File: src/rtl/fetch_pair_sequencer_pkg.sv
// Shared types and encodings for the dual-bank fetch sequencer.
//   fetch_state_e : sequencer state, encoded as presented on state_o
//   SEL0_*        : IR_0 steering select encodings (sel_mem_0_o)
//   SEL1_*        : IR_1 steering select encodings (sel_mem_1_o)
package fetch_pkg;

    typedef enum logic [1:0] {
        ST_IDLE   = 2'd0,
        ST_RUN    = 2'd1,
        ST_BUBBLE = 2'd2,
        ST_HALT   = 2'd3
    } fetch_state_e;

    localparam logic [1:0] SEL0_DATA0 = 2'd0;
    localparam logic [1:0] SEL0_IR1   = 2'd1;  // reserved, never driven by the sequencer
    localparam logic [1:0] SEL0_DATA1 = 2'd2;

    localparam logic SEL1_DATA0 = 1'b0;
    localparam logic SEL1_DATA1 = 1'b1;

endpackage

File: src/rtl/fetch_pair_sequencer_if.sv
// Decode/ROM-facing bundle of the fetch sequencer.
//   master : decode side, drives start/stall/issue/branch, observes fetch outputs
//   slave  : sequencer side, the reverse
interface fetch_pair_sequencer_if #(
    parameter int ROW_W = 14,
    parameter int CNT_W = 32
);
    logic             start_i;
    logic             stall_i;
    logic [1:0]       issue_cnt_i;
    logic             branch_valid_i;
    logic [ROW_W:0]   branch_target_i;
    logic [ROW_W-1:0] rom_addr_o;
    logic             pc_1_o;
    logic             sel_mem_1_o;
    logic [1:0]       sel_mem_0_o;
    logic [1:0]       ir_valid_o;
    logic [ROW_W:0]   pc_o;
    logic [1:0]       state_o;
    logic [CNT_W-1:0] issued_cnt_o;

    modport master (
        output start_i, stall_i, issue_cnt_i, branch_valid_i, branch_target_i,
        input  rom_addr_o, pc_1_o, sel_mem_1_o, sel_mem_0_o, ir_valid_o, pc_o,
               state_o, issued_cnt_o
    );

    modport slave (
        input  start_i, stall_i, issue_cnt_i, branch_valid_i, branch_target_i,
        output rom_addr_o, pc_1_o, sel_mem_1_o, sel_mem_0_o, ir_valid_o, pc_o,
               state_o, issued_cnt_o
    );
endinterface

File: src/rtl/fetch_pair_sequencer_steer.sv
// fetch_bank_steer: combinational PC -> ROM row / bank steering map.
//   pc_i        : halfword PC
//   rom_addr_o  : ROM row, PC>>1
//   pc_1_o      : PC[0]; bank 0 reads row+1 when the PC is odd
//   sel_mem_1_o : IR_1 source (data_1 for even PC, data_0 for odd PC)
//   sel_mem_0_o : IR_0 source (data_0 for even PC, data_1 for odd PC)
module fetch_bank_steer
    import fetch_pkg::*;
#(
    parameter int ROW_W = 14
) (
    input  logic [ROW_W:0]   pc_i,
    output logic [ROW_W-1:0] rom_addr_o,
    output logic             pc_1_o,
    output logic             sel_mem_1_o,
    output logic [1:0]       sel_mem_0_o
);
    // Odd PC: IR_0 comes from bank 1 of row R, IR_1 from bank 0 of row R+1,
    // so the pair always covers PC and PC+1 without a stale row.
    assign rom_addr_o  = pc_i[ROW_W:1];
    assign pc_1_o      = pc_i[0];
    assign sel_mem_1_o = pc_i[0] ? SEL1_DATA0 : SEL1_DATA1;
    assign sel_mem_0_o = pc_i[0] ? SEL0_DATA1 : SEL0_DATA0;
endmodule

File: src/rtl/fetch_pair_sequencer.sv
// fetch_pair_sequencer: owns the halfword PC of the dual-bank program ROM.
//   clk, rst_n : clock and synchronous active-low reset
//   bus        : slave side of fetch_pair_sequencer_if (start/stall/issue/branch in;
//                ROM steering, IR valids, PC, state and issued count out)
// Advances the PC by the number of instructions decode accepted, redirects on
// branch through a one-cycle bubble, and halts past the end of the program.
module fetch_pair_sequencer
    import fetch_pkg::*;
#(
    parameter int ROW_W    = 14,
    parameter int PROG_LEN = 19,
    parameter int RESET_PC = 0,
    parameter int CNT_W    = 32
) (
    input  logic                  clk,
    input  logic                  rst_n,
    fetch_pair_sequencer_if.slave bus
);
    localparam int PC_W = ROW_W + 1;
    // One extra bit so PC+1 and the end-of-program compare never wrap.
    localparam logic [PC_W:0] PROG_LEN_X = (PC_W + 1)'(PROG_LEN);

    fetch_state_e     state_q, state_d;
    logic [PC_W-1:0]  pc_q, pc_d;
    logic [CNT_W-1:0] issued_cnt_q, issued_cnt_d;

    logic [1:0]      ir_valid;
    logic [1:0]      valid_cnt;
    logic [1:0]      issue_req;
    logic [1:0]      acc;
    logic [PC_W:0]   pc_x;

    assign pc_x = {1'b0, pc_q};

    always_comb begin
        ir_valid = 2'b00;
        if (state_q == ST_RUN) begin
            ir_valid[0] = (pc_x < PROG_LEN_X);
            ir_valid[1] = ((pc_x + 1'b1) < PROG_LEN_X);
        end
        valid_cnt = {1'b0, ir_valid[0]} + {1'b0, ir_valid[1]};
        issue_req = (bus.stall_i || bus.issue_cnt_i == 2'd3) ? 2'd0 : bus.issue_cnt_i;
        acc       = (issue_req > valid_cnt) ? valid_cnt : issue_req;
    end

    // NOTE: every output of this block gets a default first, so no path can
    // leave one unassigned and infer a latch.
    always_comb begin
        state_d      = state_q;
        pc_d         = pc_q;
        issued_cnt_d = issued_cnt_q;
        if (state_q != ST_IDLE && bus.branch_valid_i) begin
            pc_d    = bus.branch_target_i;
            state_d = ST_BUBBLE;
        end else begin
            unique case (state_q)
                ST_IDLE:   if (bus.start_i) state_d = ST_RUN;
                ST_BUBBLE: state_d = ST_RUN;
                ST_RUN: begin
                    if (acc != 2'd0) begin
                        pc_d         = pc_q + PC_W'(acc);
                        issued_cnt_d = issued_cnt_q + CNT_W'(acc);
                    end
                    if ({1'b0, pc_d} >= PROG_LEN_X) state_d = ST_HALT;
                end
                ST_HALT:   state_d = ST_HALT;
                default:   state_d = ST_IDLE;
            endcase
        end
    end

    // NOTE: reset is synchronous -- rst_n matters only at the rising edge, and
    // sequential state is updated with non-blocking assignments only.
    always_ff @(posedge clk) begin
        if (!rst_n) begin
            state_q      <= ST_IDLE;
            pc_q         <= PC_W'(RESET_PC);
            issued_cnt_q <= '0;
        end else begin
            state_q      <= state_d;
            pc_q         <= pc_d;
            issued_cnt_q <= issued_cnt_d;
        end
    end

    fetch_bank_steer #(.ROW_W(ROW_W)) u_steer (
        .pc_i        (pc_q),
        .rom_addr_o  (bus.rom_addr_o),
        .pc_1_o      (bus.pc_1_o),
        .sel_mem_1_o (bus.sel_mem_1_o),
        .sel_mem_0_o (bus.sel_mem_0_o)
    );

    assign bus.ir_valid_o   = ir_valid;
    assign bus.pc_o         = pc_q;
    assign bus.state_o      = state_q;
    assign bus.issued_cnt_o = issued_cnt_q;
endmodule

File: src/flat_wrapper.sv
// flat-port wrapper written by rule: the top's interface ports become plain ports
module fetch_pair_sequencer_flat import fetch_pkg::*;
#(
    parameter int ROW_W    = 14,
    parameter int PROG_LEN = 19,
    parameter int RESET_PC = 0,
    parameter int CNT_W    = 32
)
  (clk, rst_n, bus_start_i, bus_stall_i, bus_issue_cnt_i, bus_branch_valid_i, bus_branch_target_i, bus_rom_addr_o, bus_pc_1_o, bus_sel_mem_1_o, bus_sel_mem_0_o, bus_ir_valid_o, bus_pc_o, bus_state_o, bus_issued_cnt_o);
  fetch_pair_sequencer_if #(.ROW_W(ROW_W), .CNT_W(CNT_W)) bus_i ();
  input  logic clk;
  input  logic rst_n;
  input wire logic [$bits(bus_i.start_i)-1:0] bus_start_i;
  input wire logic [$bits(bus_i.stall_i)-1:0] bus_stall_i;
  input wire logic [$bits(bus_i.issue_cnt_i)-1:0] bus_issue_cnt_i;
  input wire logic [$bits(bus_i.branch_valid_i)-1:0] bus_branch_valid_i;
  input wire logic [$bits(bus_i.branch_target_i)-1:0] bus_branch_target_i;
  output wire logic [$bits(bus_i.rom_addr_o)-1:0] bus_rom_addr_o;
  output wire logic [$bits(bus_i.pc_1_o)-1:0] bus_pc_1_o;
  output wire logic [$bits(bus_i.sel_mem_1_o)-1:0] bus_sel_mem_1_o;
  output wire logic [$bits(bus_i.sel_mem_0_o)-1:0] bus_sel_mem_0_o;
  output wire logic [$bits(bus_i.ir_valid_o)-1:0] bus_ir_valid_o;
  output wire logic [$bits(bus_i.pc_o)-1:0] bus_pc_o;
  output wire logic [$bits(bus_i.state_o)-1:0] bus_state_o;
  output wire logic [$bits(bus_i.issued_cnt_o)-1:0] bus_issued_cnt_o;
  assign bus_i.start_i = bus_start_i;
  assign bus_i.stall_i = bus_stall_i;
  assign bus_i.issue_cnt_i = bus_issue_cnt_i;
  assign bus_i.branch_valid_i = bus_branch_valid_i;
  assign bus_i.branch_target_i = bus_branch_target_i;
  assign bus_rom_addr_o = bus_i.rom_addr_o;
  assign bus_pc_1_o = bus_i.pc_1_o;
  assign bus_sel_mem_1_o = bus_i.sel_mem_1_o;
  assign bus_sel_mem_0_o = bus_i.sel_mem_0_o;
  assign bus_ir_valid_o = bus_i.ir_valid_o;
  assign bus_pc_o = bus_i.pc_o;
  assign bus_state_o = bus_i.state_o;
  assign bus_issued_cnt_o = bus_i.issued_cnt_o;
  fetch_pair_sequencer #(.ROW_W(ROW_W), .PROG_LEN(PROG_LEN), .RESET_PC(RESET_PC), .CNT_W(CNT_W)) u_core (.clk(clk), .rst_n(rst_n), .bus(bus_i));
endmodule
File: config.mk
export PLATFORM = sky130hd
export DESIGN_NAME = fetch_pair_sequencer_flat
export DESIGN_NICKNAME = d
export VERILOG_FILES = /design/src/rtl/fetch_pair_sequencer_pkg.sv /design/src/rtl/fetch_pair_sequencer_if.sv /design/src/rtl/fetch_pair_sequencer_steer.sv /design/src/rtl/fetch_pair_sequencer.sv /design/src/flat_wrapper.sv
export SDC_FILE = /design/constraint.sdc
export NUM_CORES = 1
export LEC_CHECK = 0
export ABC_AREA = 0
export BUFFER_PORTS_ARGS = -buffer_cell sky130_fd_sc_hd__buf_2
export CELL_PAD_IN_SITES_DETAIL_PLACEMENT = 0
export CELL_PAD_IN_SITES_GLOBAL_PLACEMENT = 1
export CORE_MARGIN = 3
export CORE_UTILIZATION = 38
export CTS_CLUSTER_DIAMETER = 40
export DETAILED_ROUTE_END_ITERATION = 10
export PLACE_DENSITY = 0.83
export SETUP_SLACK_MARGIN = 0.5
export SYNTH_ARGS = -nofsm -noshare
export SYNTH_HDL_FRONTEND = slang
export SYNTH_SLANG_ARGS = --single-unit
File: constraint.sdc
create_clock -name clk -period 5.7 [get_ports clk]
set_input_delay 1.14 -clock clk [delete_from_list [all_inputs] [get_ports clk]]
set_output_delay 1.14 -clock clk [all_outputs]
set_load 0.05 [all_outputs]
# Word-level counts from Yosys, hierarchy flattened
# Index checks and enable logic that the tools add are counted.
dict set report classes {
  eq_ne 8
  muxes 14
  order_cmp 4
  addsub 4
  n_reduce_logical 10
  n_bitwise 2
}
# cell n
set ops {}
lappend ops {{two-way mux 15 bit} 5}
lappend ops {{adder 32 x 2 -> 32 bit} 1}
lappend ops {{adder 15 x 1 -> 16 bit, second input constant} 1}
lappend ops {{< comparator 16 x 5 -> 1 bit, second input constant} 1}
lappend ops {{adder 15 x 2 -> 15 bit} 1}
lappend ops {{greater-or-equal comparator 15 x 5 -> 1 bit, second input constant} 1}
lappend ops {{< comparator 15 x 5 -> 1 bit, second input constant} 1}
lappend ops {{two-way mux 2 bit} 7}
lappend ops {{one-hot mux 2 bit (4 select lines)} 1}
lappend ops {{== test 2 bit, second input constant} 3}
lappend ops {{nonzero test 2 bit} 3}
lappend ops {{!= test 2 bit, second input constant} 2}
lappend ops {{AND reduction 2 bit} 2}
lappend ops {{!= test 3 x 2 -> 1 bit, second input constant} 1}
lappend ops {{!= test 3 bit, second input constant} 1}
lappend ops {{AND reduction 3 bit} 1}
lappend ops {{adder 1 x 1 -> 2 bit} 1}
lappend ops {{== test 2 x 1 -> 1 bit, second input constant} 1}
lappend ops {{greater-than comparator 2 bit} 1}
lappend ops {{logical NOT 2 bit} 1}
lappend ops {{inverter 1 bit} 2}
lappend ops {{OR reduction 2 bit} 1}
lappend ops {{logical AND 1 bit} 1}
lappend ops {{logical OR 1 bit} 1}
lappend ops {{two-way mux 1 bit} 1}
dict set report totals {
  in_bits 22
  register_bits 49
  elab_cells 46
  output_inout_bits 69
}

# Depth between registers and ports, before layout
# Gate-level depths: netlist of run 1.
dict set report depth {
  word_depth 14
  ltp_mapped 22
  mapped_depth_nobuf 21
}

# Modules after synthesis
# Synthesis of run 1 repeated with hierarchy kept, for this count alone.
dict set report hier_totals {
  hier_cells 385
  area_unflattened_um2 3113.0
}
# module area_each_um2 cells_per_inst n_inst seq_area_each_um2
set modules_own_cells {}
lappend modules_own_cells {fetch_pair_sequencer 2977.9 366 1 980.9}
lappend modules_own_cells {fetch_bank_steer 135.1 19 1 0.0}

# Least setup slack after synthesis of run 1
# No wires, ideal clock.
dict set report synth_timing {
  path_type {reg-to-reg}
  from {register u_core.pc_q[7], in the netlist u_core.bus.pc_o[7]}
  to {register u_core.state_q[1], in the netlist u_core.bus.state_o[1]}
  n_path_buf 1
  arrival_ns 6.699
  path_slack_ns -1.130
  setup_time_ns 0.131
  period_less_slack_ns 6.830
  path_stages_with_launch 23
  required_time_ns 5.569
  path_cell_list {dfxtp_1 > clkbuf_1 > and3_1 > nand3_1 > inv_1 > nand3_1 > a311oi_1 > a21oi_1 > nor4b_1 > ha_1 > inv_1 > ha_1 > nor2b_1 > o21a_1 > o21ai_0 > ha_1 > inv_1 > fa_1 > or3_1 > nor3_1 > o22ai_1 > nor4_1 > a31oi_1}
}
dict set report synth_between {
  elab_chain_len 13
  word_cells_on_any_way 15
  cone_classes {add/sub (3); order compare (4); eq/ne (1); mux (5); reduce/logical (2)}
}
# item line_no
set synth_rtl {}
lappend synth_rtl {{from (decl)} fetch_pair_sequencer.sv:24} ;# logic [PC_W-1:0] pc_q, pc_d;
lappend synth_rtl {{from (signal assigned)} fetch_pair_sequencer.sv:77} ;# pc_q <= PC_W'(RESET_PC);
lappend synth_rtl {{from (signal assigned)} fetch_pair_sequencer.sv:81} ;# pc_q <= pc_d;
lappend synth_rtl {{adder 15 x 1 -> 16 bit *} fetch_pair_sequencer.sv:39} ;# ir_valid[1] = ((pc_x + 1'b1) < PROG_LEN_X);
lappend synth_rtl {{< comparator 16 x 5 -> 1 bit *} fetch_pair_sequencer.sv:39}
lappend synth_rtl {{two-way mux 2 bit *} fetch_pair_sequencer.sv:37} ;# if (state_q == ST_RUN) begin
lappend synth_rtl {{named net bus_ir_valid_o[1]} flat_wrapper.sv:22} ;# output wire logic [$bits(bus_i.ir_valid_o)-1:0] bus_ir_valid_o;
lappend synth_rtl {{adder 1 x 1 -> 2 bit *} fetch_pair_sequencer.sv:41} ;# valid_cnt = {1'b0, ir_valid[0]} + {1'b0, ir_valid[1]};
lappend synth_rtl {{greater-than comparator 2 bit} fetch_pair_sequencer.sv:43} ;# acc = (issue_req > valid_cnt) ? valid_cnt : issue_req;
lappend synth_rtl {{two-way mux 2 bit *} fetch_pair_sequencer.sv:43}
lappend synth_rtl {{adder 15 x 2 -> 15 bit / nonzero test 2 bit (equally long branches)} {fetch_pair_sequencer.sv:61, fetch_pair_sequencer.sv:60}}
lappend synth_rtl {{two-way mux 15 bit *} fetch_pair_sequencer.sv:60} ;# if (acc != 2'd0) begin
lappend synth_rtl {{two-way mux 15 bit *} fetch_pair_sequencer.sv:56} ;# unique case (state_q)
lappend synth_rtl {{two-way mux 15 bit *} fetch_pair_sequencer.sv:52} ;# if (state_q != ST_IDLE && bus.branch_valid_i) begin
lappend synth_rtl {{greater-or-equal comparator 15 x 5 -> 1 bit *} fetch_pair_sequencer.sv:64} ;# if ({1'b0, pc_d} >= PROG_LEN_X) state_d = ST_HALT;
lappend synth_rtl {{!= test 3 bit (no source line) *} -}
lappend synth_rtl {{AND reduction 2 bit (no source line) *} -}
lappend synth_rtl {{to (signal assigned)} fetch_pair_sequencer.sv:80} ;# state_q <= state_d;
lappend synth_rtl {{to (decl)} fetch_pair_sequencer.sv:23} ;# fetch_state_e state_q, state_d;
# Mark *: on every way through the listed nets, which the timed path passes. The rest lies on a longest branch. The select of a mux whose other input is x is not followed.
# A chain may end at the register's enable or synchronous reset.

# Worst setup path after layout of run 1
dict set report layout_timing {
  from {register u_core.pc_q[2], in the netlist u_core.bus.pc_o[2]}
  to {register u_core.state_q[1], in the netlist u_core.bus.state_o[1]}
}
dict set report layout_between {
  elab_chain_len 13
  word_cells_on_any_way 15
  cone_classes {add/sub (3); order compare (4); eq/ne (1); mux (5); reduce/logical (2)}
}
# item line_no
set layout_rtl {}
lappend layout_rtl {{adder 15 x 1 -> 16 bit} fetch_pair_sequencer.sv:39}
lappend layout_rtl {{< comparator 16 x 5 -> 1 bit} fetch_pair_sequencer.sv:39}
lappend layout_rtl {{two-way mux 2 bit} fetch_pair_sequencer.sv:37}
lappend layout_rtl {{adder 1 x 1 -> 2 bit} fetch_pair_sequencer.sv:41}
lappend layout_rtl {{greater-than comparator 2 bit} fetch_pair_sequencer.sv:43}
lappend layout_rtl {{two-way mux 2 bit} fetch_pair_sequencer.sv:43}
lappend layout_rtl {{adder 15 x 2 -> 15 bit / nonzero test 2 bit (equally long branches)} {fetch_pair_sequencer.sv:61, fetch_pair_sequencer.sv:60}}
lappend layout_rtl {{two-way mux 15 bit *} fetch_pair_sequencer.sv:60}
lappend layout_rtl {{two-way mux 15 bit *} fetch_pair_sequencer.sv:56}
lappend layout_rtl {{two-way mux 15 bit *} fetch_pair_sequencer.sv:52}
lappend layout_rtl {{greater-or-equal comparator 15 x 5 -> 1 bit *} fetch_pair_sequencer.sv:64}
lappend layout_rtl {{!= test 3 bit (no source line) *} -}
lappend layout_rtl {{AND reduction 2 bit (no source line) *} -}
# Mark *: on every way between the ends. The rest lies on a longest branch, timed or not. The select of a mux whose other input is x is not followed.

==> results_dict.tcl, run 1 <==
set metrics [dict create \
    met1_length_mm 4.284 \
    critPathCaptureType "flip-flop" \
    ios 91 \
    max-cap-violations 0 \
    max_freq_ghz 0.2077 \
    drc 0 \
    place_inst 563 \
    worst_r2r_startpoint "u_core.bus.pc_o[2]" \
    grt_pass1_vias 2820 \
    routedWlPerCell_um 15.08 \
    fin_cells 573 \
    die_width_um 98.44 \
    ys_seq_area_frac 0.3021 \
    cts.sinks 49 \
    hold_buffers 0 \
    die_y_um 98.44 \
    crit_start "u_core.bus.pc_o[2]" \
    grt_max_degree 40 \
    worstMarginPinSlew_ps 762.9 \
    cp_slowest_cell "fa_1" \
    crit_fanout 14 \
    status "finished clean" \
    crit_buf_inv 3 \
    setup_viol 0 \
    power_leakage_nw 1.607 \
    top_layer_used "met4" \
    cpMostUsedCell "inv_1" \
    grt-ovfl-total 0 \
    path_cells "and3_1 -> nand3_2 -> inv_1 -> nand3_1 -> a311oi_1 -> a21oi_1 -> nor4b_4 -> ha_2 -> inv_1 -> ha_1 -> nor2b_1 -> o21a_1 -> o21ai_2 -> ha_1 -> inv_1 -> fa_1 -> or3_1 -> nor3_1 -> o22ai_1 -> nor4_1 -> a31oi_1" \
    coreArea_mm2 0.008258 \
    start_util 0.3932 \
    synth-edff-count 0 \
    grt.total_usage 0.1763 \
    slew_headroom 0.4895 \
    cts_tree "yes" \
    p_total_uw 858.7 \
    report.final.slew_viol_count 0 \
    clk_pin_slew_ps 100 \
    ant_nets 0 \
    dp_slack_ps 815.3 \
    drive_gt1_frac 0.2585 \
    root_buffer "clkbuf_8" \
    dr_wl_met3_um 574 \
    port_buffers 89 \
    antenna_found_initial 0 \
    cp.arrival_ps 5000 \
    via_per_inst 5.618 \
    clk_path_buf_depth 2 \
    regToRegSetupSlack_ps 890 \
    rows 33 \
    setup.worst_path.start_class "flip-flop" \
    met2_length_mm 3.721 \
    crit_family "simple AND/OR/NAND/NOR gates" \
    diodes 0 \
    layout_commonest_cell "buf_2" \
    power_density_mw_per_mm2 226.4 \
    hp-class "reg -> reg" \
    routabilityCongestion 0.8583 \
    ys_types 59 \
    worstPathRequired_ps 5890 \
    finalHoldViolCount 0 \
    setup_tns_ps 0 \
    grt_pass1_wl_mm 14.25 \
    finClkSkew_ps 6.055 \
    avgSynthCellArea_um2 8.037 \
    path_class "reg -> reg" \
    hp-start "u_core.bus.issued_cnt_o[0]" \
    fin_crit_sh 0.8447 \
    numCtsBuffers 5 \
    peakVddDrop_uv 119.2 \
    ys_warn_count 0 \
    setup_ws_ps 885.3 \
    dpl.hpwl_mm 6.412 \
    syn-num-nets 436 \
    first_pass_iters 5 \
    drt_iter0_drc 235 \
    final_cell_mix "89 x buf_2, 42 x dfxtp_1, 29 x o21ai_0" \
    async_flop_share 0 \
    num_vias 3219 \
    h-tree-depth 2 \
    cp_slowest_stage_delay_ps 460 \
    fin_nets 499 \
    dieArea_mm2 0.009689 \
    rsz0062_at_grt "no" \
    insertion_delay_ps 310 \
    finalCriticalPeriod_ps 4815 \
    ys_ff_latch 49 \
    netlist_area_mm2 0.003247 \
    drt-total-wl_mm 8.638 \
    syn_inst 404 \
    area_growth_pct 16.80 \
    ys.flop_type "dfxtp_1" \
]
==> worst register-to-register path: stages, from the launching register on <==
cell and delay (ps):
dfxtp_4 430, and3_1 210, nand3_2 170, inv_1 120
nand3_1 150, a311oi_1 230, a21oi_1 100, nor4b_4 340
ha_2 240, inv_1 40, ha_1 270, nor2b_1 150
o21a_1 260, o21ai_2 170, ha_1 190, inv_1 60
fa_1 460, or3_1 440, nor3_1 200, o22ai_1 110
nor4_1 270, a31oi_1 110
==> cell type report <==
type / count / area [um^2]
fillers: 854 / 4466
multi-input cells: 302 / 2026
repair buffers: 93 / 475.5
clock inverters: 2 / 15.01
inverters: 16 / 60.06
flip-flops and latches: 49 / 1002
well taps: 105 / 131.4
clock buffers: 6 / 82.58
==> timing repair <==
action | CTS | global route
resized for setup | 0 | 2
buffers inserted | 0 | 2
setup endpoints to repair | 0 | 4
==> where the power goes <==
group          total (mW)  internal, mW  switching, mW  leakage (nW)
Sequential          0.378         0.353         0.0254         0.401
Clock               0.226         0.101          0.125        0.0521
Combinational       0.254        0.0729          0.181          1.15
Total               0.859         0.527          0.332          1.61
==> path summary, 6_finish.rpt <==
path,to,cells after the start
hold / removal,u_core.bus.issued_cnt_o[0],2
setup / recovery,u_core.bus.state_o[1],21
setup reg to reg,u_core.bus.state_o[1],21
hold reg to reg,u_core.bus.issued_cnt_o[0],2
==> sequential cells by signal, indices dropped and copies added (netlist names) <==
register                 flops
u_core.bus.state_o           2
u_core.bus.issued_cnt_o     32
u_core.bus.pc_o             15
==> synthesized netlist by cell type (10+ instances only) <==
cell	count	area, um^2
nand3_1	17	85.08
and2_1	22	137.6
nand2_1	26	97.59
buf_4	17	127.6
o21ai_0	30	150.1
dfxtp_1	49	980.9
nor2_1	21	78.83
nor3_1	19	95.09
xnor2_1	15	131.4
nand4_1	10	62.56
or3_1	15	93.84
inv_1	16	60.06
a21oi_1	19	95.09
xor2_1	10	87.58
clkbuf_1	17	63.81
==> stage by stage <==
step / hold slack, ps / util / area, um^2
floorplan: 629.3 / - / 3328
global placement: 486.5 / 0.4448 / 3674
detailed placement: 495.9 / 0.4448 / 3674
CTS: 512.5 / 0.4567 / 3771
global route: 545.5 / 0.4592 / 3792
finish: 505.9 / 0.4592 / 3792
==> routing by layer <==
metal,GRT usage,up-vias
met3,0.03255,5
li1,-,1582
met4,0.04202,0
met1,0.2614,1514
met5,0,-
met2,0.2652,118
==> cell families after synthesis <==
| family | synth area share |
|---|---|
| and+or+nand+nor | 0.2944 |
| AOI/OAI and AO/OA | 0.2000 |
| buffers and inverters | 0.08208 |
| DFF | 0.3021 |
| xor gates and xnor gates | 0.06744 |
| adders and majority gates | 0.04316 |
| muxes | 0.009634 |
| other | 0.001155 |
Note: power is estimated with default switching activity, not from simulation.
==> inputs of run 2 (changes only) <==
==> constraint.sdc (replaced) <==
create_clock -name clk -period 4.9 [get_ports clk]
set_input_delay 0.98 -clock clk [delete_from_list [all_inputs] [get_ports clk]]
set_output_delay 0.98 -clock clk [all_outputs]
set_load 0.05 [all_outputs]
==> run 2 against run 1 <==
Routed wire length rose by 7.4%. Design area rose by 7.4%. First-iteration DRC count fell by 30%.
==> results_dict.tcl, run 2 (synthesis gave the netlist of run 1 again) <==
set metrics [dict create \
    cp_slowest_cell "fa_2" \
    max-cap-violations 0 \
    setup.worst_path.start_class "flip-flop" \
    grt.total_usage 0.1895 \
    clk_path_buf_depth 2 \
    port_buffers 89 \
    setup_tns_ps 0 \
    grt-ovfl-total 0 \
    report.final.slew_viol_count 0 \
    peakVddDrop_uv 137.1 \
    grt_max_degree 40 \
    fillers 803 \
    clk_pin_slew_ps 100 \
    finalCriticalPeriod_ps 4254 \
    dieArea_mm2 0.009689 \
    rsz0062_at_grt "yes" \
    worstPathRequired_ps 5090 \
    die_width_um 98.44 \
    routedWlPerCell_um 15.78 \
    rows 33 \
    largest_reg_flops 32 \
    power_leakage_nw 1.726 \
    first_pass_iters 5 \
    diodes 0 \
    max_freq_ghz 0.2351 \
    status "finished clean" \
    hp-start "u_core.bus.issued_cnt_o[0]" \
    num_vias 3330 \
    p_total_mw 1.121 \
    fin_cells 588 \
    power_frac_comb 0.304 \
    final_cell_mix "89 x buf_2, 40 x dfxtp_1, 28 x o21ai_0" \
    ant_nets 0 \
    antenna_found_initial 0 \
    p_sw_uw 399.1 \
    cp.arrival_ps 4440 \
    crit_family "simple AND/OR/NAND/NOR gates" \
    drt_iter0_drc 164 \
    drc 0 \
    critPathCaptureType "flip-flop" \
    cts_tree "yes" \
    start_util 0.3932 \
    hp-class "reg -> reg" \
    cts.sinks 49 \
    seqPwrFrac 0.386 \
    crit_start "u_core.bus.pc_o[5]" \
    fin_nets 514 \
    drive_gt1_frac 0.3292 \
    regArea_mm2 0.001007 \
    routabilityCongestion 0.8273 \
    crit_buf_inv 3 \
    p_sw_frac 0.3560 \
    finClkSkew_ps 8.681 \
    hold_buffers 0 \
    slew_headroom 0.5274 \
    ios 91 \
    coreArea_mm2 0.008258 \
    area_growth_pct 25.39 \
    worst_r2r_startpoint "u_core.bus.pc_o[5]" \
    path_cells "and3_4 -> nand3_4 -> inv_4 -> nand3_4 -> a311oi_2 -> a21oi_2 -> nor4b_4 -> ha_2 -> inv_2 -> ha_4 -> nor2b_4 -> o21a_4 -> o21ai_2 -> ha_2 -> inv_2 -> fa_2 -> or3_4 -> nor3_2 -> o22ai_1 -> nor4_1 -> a31oi_1" \
    path_class "reg -> reg" \
    multi_input_area_mm2 0.002148 \
    die_y_um 98.44 \
    numCtsBuffers 5 \
    place_inst 563 \
    drt-total-wl_mm 9.280 \
    insertion_delay_ps 300 \
    finalHoldViolCount 0 \
    via_per_inst 5.663 \
    cp_slowest_stage_delay_ps 420 \
    dpl.hpwl_mm 6.653 \
    power_density_mw_per_mm2 275.4 \
    grt_pass1_vias 2971 \
    fin_crit_sh 0.8682 \
    grt_pass1_wl_mm 15.30 \
    power_frac_clock 0.310 \
    setup_viol 0 \
    worstMarginPinSlew_ps 706.4 \
    h-tree-depth 2 \
    internal-power_uw 722.0 \
    root_buffer "clkbuf_8" \
    crit_fanout 5 \
    layout_commonest_cell "buf_2" \
]
-- run 2: changes by cell type in the layout (fill, tap and decap cells not counted), sizes merged --
cell / delta
buf: +15
bufinv: +2
clkbuf: -1
clkinv: +1
inv: -2
-- run 2: path summary, 6_finish.rpt --
check             cells after the start                    endpoint  slack [ps]
hold reg to reg                       2  u_core.bus.issued_cnt_o[0]         520
hold / removal                        2  u_core.bus.issued_cnt_o[0]         520
setup / recovery                     21       u_core.bus.state_o[1]         650
setup reg to reg                     21       u_core.bus.state_o[1]         650
-- run 2: repair_timing --
| action | in CTS | in global routing |
|---|---|---|
| setup buffers | 13 | 4 |
| pin swaps | 8 | 14 |
| resized for setup | 2 | 9 |
| setup endpoints to repair | 21 | 19 |
-- run 2: power groups by stage --
stage | clock [mW] | sequential, mW | combinational, mW
final | 0.347 | 0.433 | 0.341
after global routing | 0.372 | 0.436 | 0.362
after CTS | 0.359 | 0.432 | 0.333
after detailed placement | 0 | 0.451 | 0.307
after global placement | 0 | 0.450 | 0.305
after floorplan | 0 | 0.476 | 0.229
-- run 2: layout make-up --
type | instances | area share
multi-input combinational | 302 | 0.5277
sequential | 49 | 0.2474
timing repair buffer | 108 | 0.1444
tap | 105 | 0.03227
clock buffer | 5 | 0.01690
clock inverter | 3 | 0.01598
inverter | 16 | 0.01537
-- run 2: routing by layer --
metal / wire [um] / global-route usage / vias up
li1: - / - / 1604
met1: 4302 / 0.2640 / 1584
met2: 4265 / 0.3089 / 124
met3: 547 / 0.02265 / 18
met4: 165 / 0.05567 / 0
met5: 0 / 0 / -
-- run 2: per-stage QoR --
| stage | util | hold WS [ps] | cell area [um^2] | setup slack [ps] |
|---|---|---|---|---|
| 2_1_floorplan | - | 639.5 | 3418 | -87.18 |
| 5_1_grt | 0.4930 | 552.7 | 4071 | 456.7 |
| 3_5_place_dp | 0.4558 | 502.9 | 3764 | 230.2 |
| 4_1_cts | 0.4844 | 520.8 | 4000 | 535.2 |
| 3_3_place_gp | 0.4558 | 488.8 | 3764 | 399.6 |
| 6_report | 0.4930 | 517.6 | 4071 | 646.0 |
-- run 2: worst reg2reg max path: stages, from the launching register on --
cell,delay (ps)
dfxtp_4,360
and3_4,200
nand3_4,90
inv_4,80
nand3_4,90
a311oi_2,230
a21oi_2,70
nor4b_4,330
ha_2,230
inv_2,50
ha_4,210
nor2b_4,130
o21a_4,200
o21ai_2,140
ha_2,210
inv_2,40
fa_2,420
or3_4,420
nor3_2,160
o22ai_1,90
nor4_1,280
a31oi_1,110
==> inputs of run 3 (changes only) <==
--- a/config.mk
+++ b/config.mk
@@ -14,7 +14,8 @@
 export CTS_CLUSTER_DIAMETER = 40
 export DETAILED_ROUTE_END_ITERATION = 10
 export PLACE_DENSITY = 0.83
-export SETUP_SLACK_MARGIN = 0.5
+export REMOVE_ABC_BUFFERS = 1
+export SETUP_SLACK_MARGIN = 0.1
 export SYNTH_ARGS = -nofsm -noshare
 export SYNTH_HDL_FRONTEND = slang
 export SYNTH_SLANG_ARGS = --single-unit
==> run 3 against run 2 <==
Die area is the same. Register-to-register slack got worse by 260 ps. Combinational power fell by 6.7%. Via count decreased by 0.78%. Worst setup slack lost 260 ps. Highest routed layer unchanged.
==> results_dict.tcl, run 3 (synthesis gave the netlist of run 1 again) <==
set metrics [dict create \
    status "finished clean" \
    setup.worst_path.start_class "flip-flop" \
    setup_ws_ps 387.8 \
    hp-class "reg -> reg" \
    crit_fanout 6 \
    drt_iter0_drc 204 \
    h-tree-depth 2 \
    start_util 0.3932 \
    finClkSkew_ps 8.157 \
    insertion_delay_ps 310 \
    hold_path_depth 2 \
    cts_setup_buffers 0 \
    grt_max_degree 40 \
    drive_gt1_frac 0.2668 \
    grt.total_usage 0.1814 \
    peakVddDrop_uv 179.9 \
    fillers 862 \
    setup_tns_ps 0 \
    layout_commonest_cell "buf_2" \
    die_width_um 98.44 \
    dieArea_mm2 0.009689 \
    routedWlPerCell_um 15.85 \
    port_buffers 89 \
    regToRegSetupSlack_ps 390 \
    fin_nets 507 \
    largest_reg_flops 32 \
    finalHoldViolCount 0 \
    cp.arrival_ps 4710 \
    ios 91 \
    root_buffer "clkbuf_8" \
    worst_r2r_startpoint "u_core.bus.pc_o[7]" \
    reg2reg_to "u_core.bus.state_o[1]" \
    setup_viol 0 \
    via_per_inst 5.687 \
    cts_tree "yes" \
    drc 0 \
    path_class "reg -> reg" \
    num_vias 3304 \
    power_leakage_nw 1.632 \
    max-cap-violations 0 \
    clk_pin_slew_ps 100 \
    drt-total-wl_mm 9.207 \
    ant_nets 0 \
    dpl.hpwl_mm 6.695 \
    first_pass_iters 4 \
    routabilityCongestion 0.8791 \
    power_density_mw_per_mm2 260.6 \
    area_growth_pct 18.07 \
    fin_crit_sh 0.9208 \
    worstMarginPinSlew_ps 674.9 \
    worstPathRequired_ps 5090 \
    clk_path_buf_depth 2 \
    diodes 0 \
    critPathCaptureType "flip-flop" \
    final_cell_mix "89 x buf_2, 48 x dfxtp_1, 29 x o21ai_0" \
    cts.sinks 49 \
    grt_pass1_vias 3057 \
    finalCriticalPeriod_ps 4512 \
    finalHoldWorstSlack_ps 505.6 \
    coreArea_mm2 0.008258 \
    antenna_found_initial 0 \
    grt-ovfl-total 0 \
    rsz0062_at_grt "yes" \
    rows 33 \
    die_y_um 98.44 \
    dp_slack_ps 69.33 \
    numCtsBuffers 5 \
    hp-start "u_core.bus.issued_cnt_o[0]" \
    slew_headroom 0.5484 \
    grt_pass1_wl_mm 14.63 \
    report.final.slew_viol_count 0 \
    rr_worst_depth 22 \
    min_to "u_core.bus.issued_cnt_o[0]" \
    max_freq_ghz 0.2216 \
]
==> run 3: worst max-delay path, cell delays in order (launching register included) <==
cell and delay [ps]:
dfxtp_1 340, and3_1 180, nand3_1 140, inv_2 100, nand3_2 120, a311oi_2 280
a21oi_1 80, nor4b_2 270, buf_4 160, ha_1 150, inv_1 50, ha_1 280
nor2b_1 150, o21a_1 190, o21ai_2 170, ha_1 190, inv_1 60, fa_2 390
or3_1 440, nor3_2 200, o22ai_1 90, nor4_1 260, a31oi_1 110
==> run 3: timing repair <==
item | CTS | global route
hold buffers | 0 | 0
gates resized for setup | 1 | 10
endpoints found under the setup margin | 1 | 14
pin swaps | 0 | 1
==> run 3: area by class of cell <==
class	count	area, um^2	share of cell area
Timing Repair Buffer	101	535.5	0.1397
Inverter	16	60.06	0.01567
Clock buffer	6	72.57	0.01893
Sequential cell	49	982.2	0.2562
Clock inverter	2	13.76	0.003590
Tap cell	105	131.4	0.03427
Multi-Input combinational cell	302	2038	0.5317
==> run 3: per-stage QoR <==
step / cells / utilization / power (mW) / cell area [um^2]
floorplan: 367 / - / 0.6513 / 3040
global placement: 573 / 0.4489 / 0.7468 / 3707
detailed placement: 573 / 0.4489 / 0.7497 / 3707
CTS: 581 / 0.4594 / 0.9967 / 3794
global route: 581 / 0.4642 / 1.043 / 3834
finish: 581 / 0.4642 / 0.9992 / 3834
==> run 3: where the power goes <==
part           switching, mW  leakage, nW  total (mW)  internal, mW
logic                  0.225         1.19       0.318        0.0929
registers             0.0207        0.397       0.431         0.410
clock network          0.148       0.0456       0.250         0.102
total                  0.394         1.63       0.999         0.605
==> run 3: worst max-delay path by stage <==
stage / startpoint / end / slack (ps) / cells past startpoint
after global routing: u_core.bus.pc_o[7] / u_core.bus.state_o[1] / 60 / 22
after detailed placement: u_core.bus.pc_o[7] / u_core.bus.state_o[1] / 70 / 22
after floorplan: u_core.bus.pc_o[2] / u_core.bus.state_o[1] / -2260 / 21
after CTS: u_core.bus.pc_o[7] / u_core.bus.state_o[1] / 160 / 22
after global placement: u_core.bus.pc_o[7] / u_core.bus.state_o[1] / 250 / 22
final: u_core.bus.pc_o[7] / u_core.bus.state_o[1] / 390 / 22
==> run 3: routing by layer <==
layer	GRT usage	wire, um
met2	0.3032	4332
met3	0.03185	746
met4	0.04202	77
met5	0	0
met1	0.2450	4050
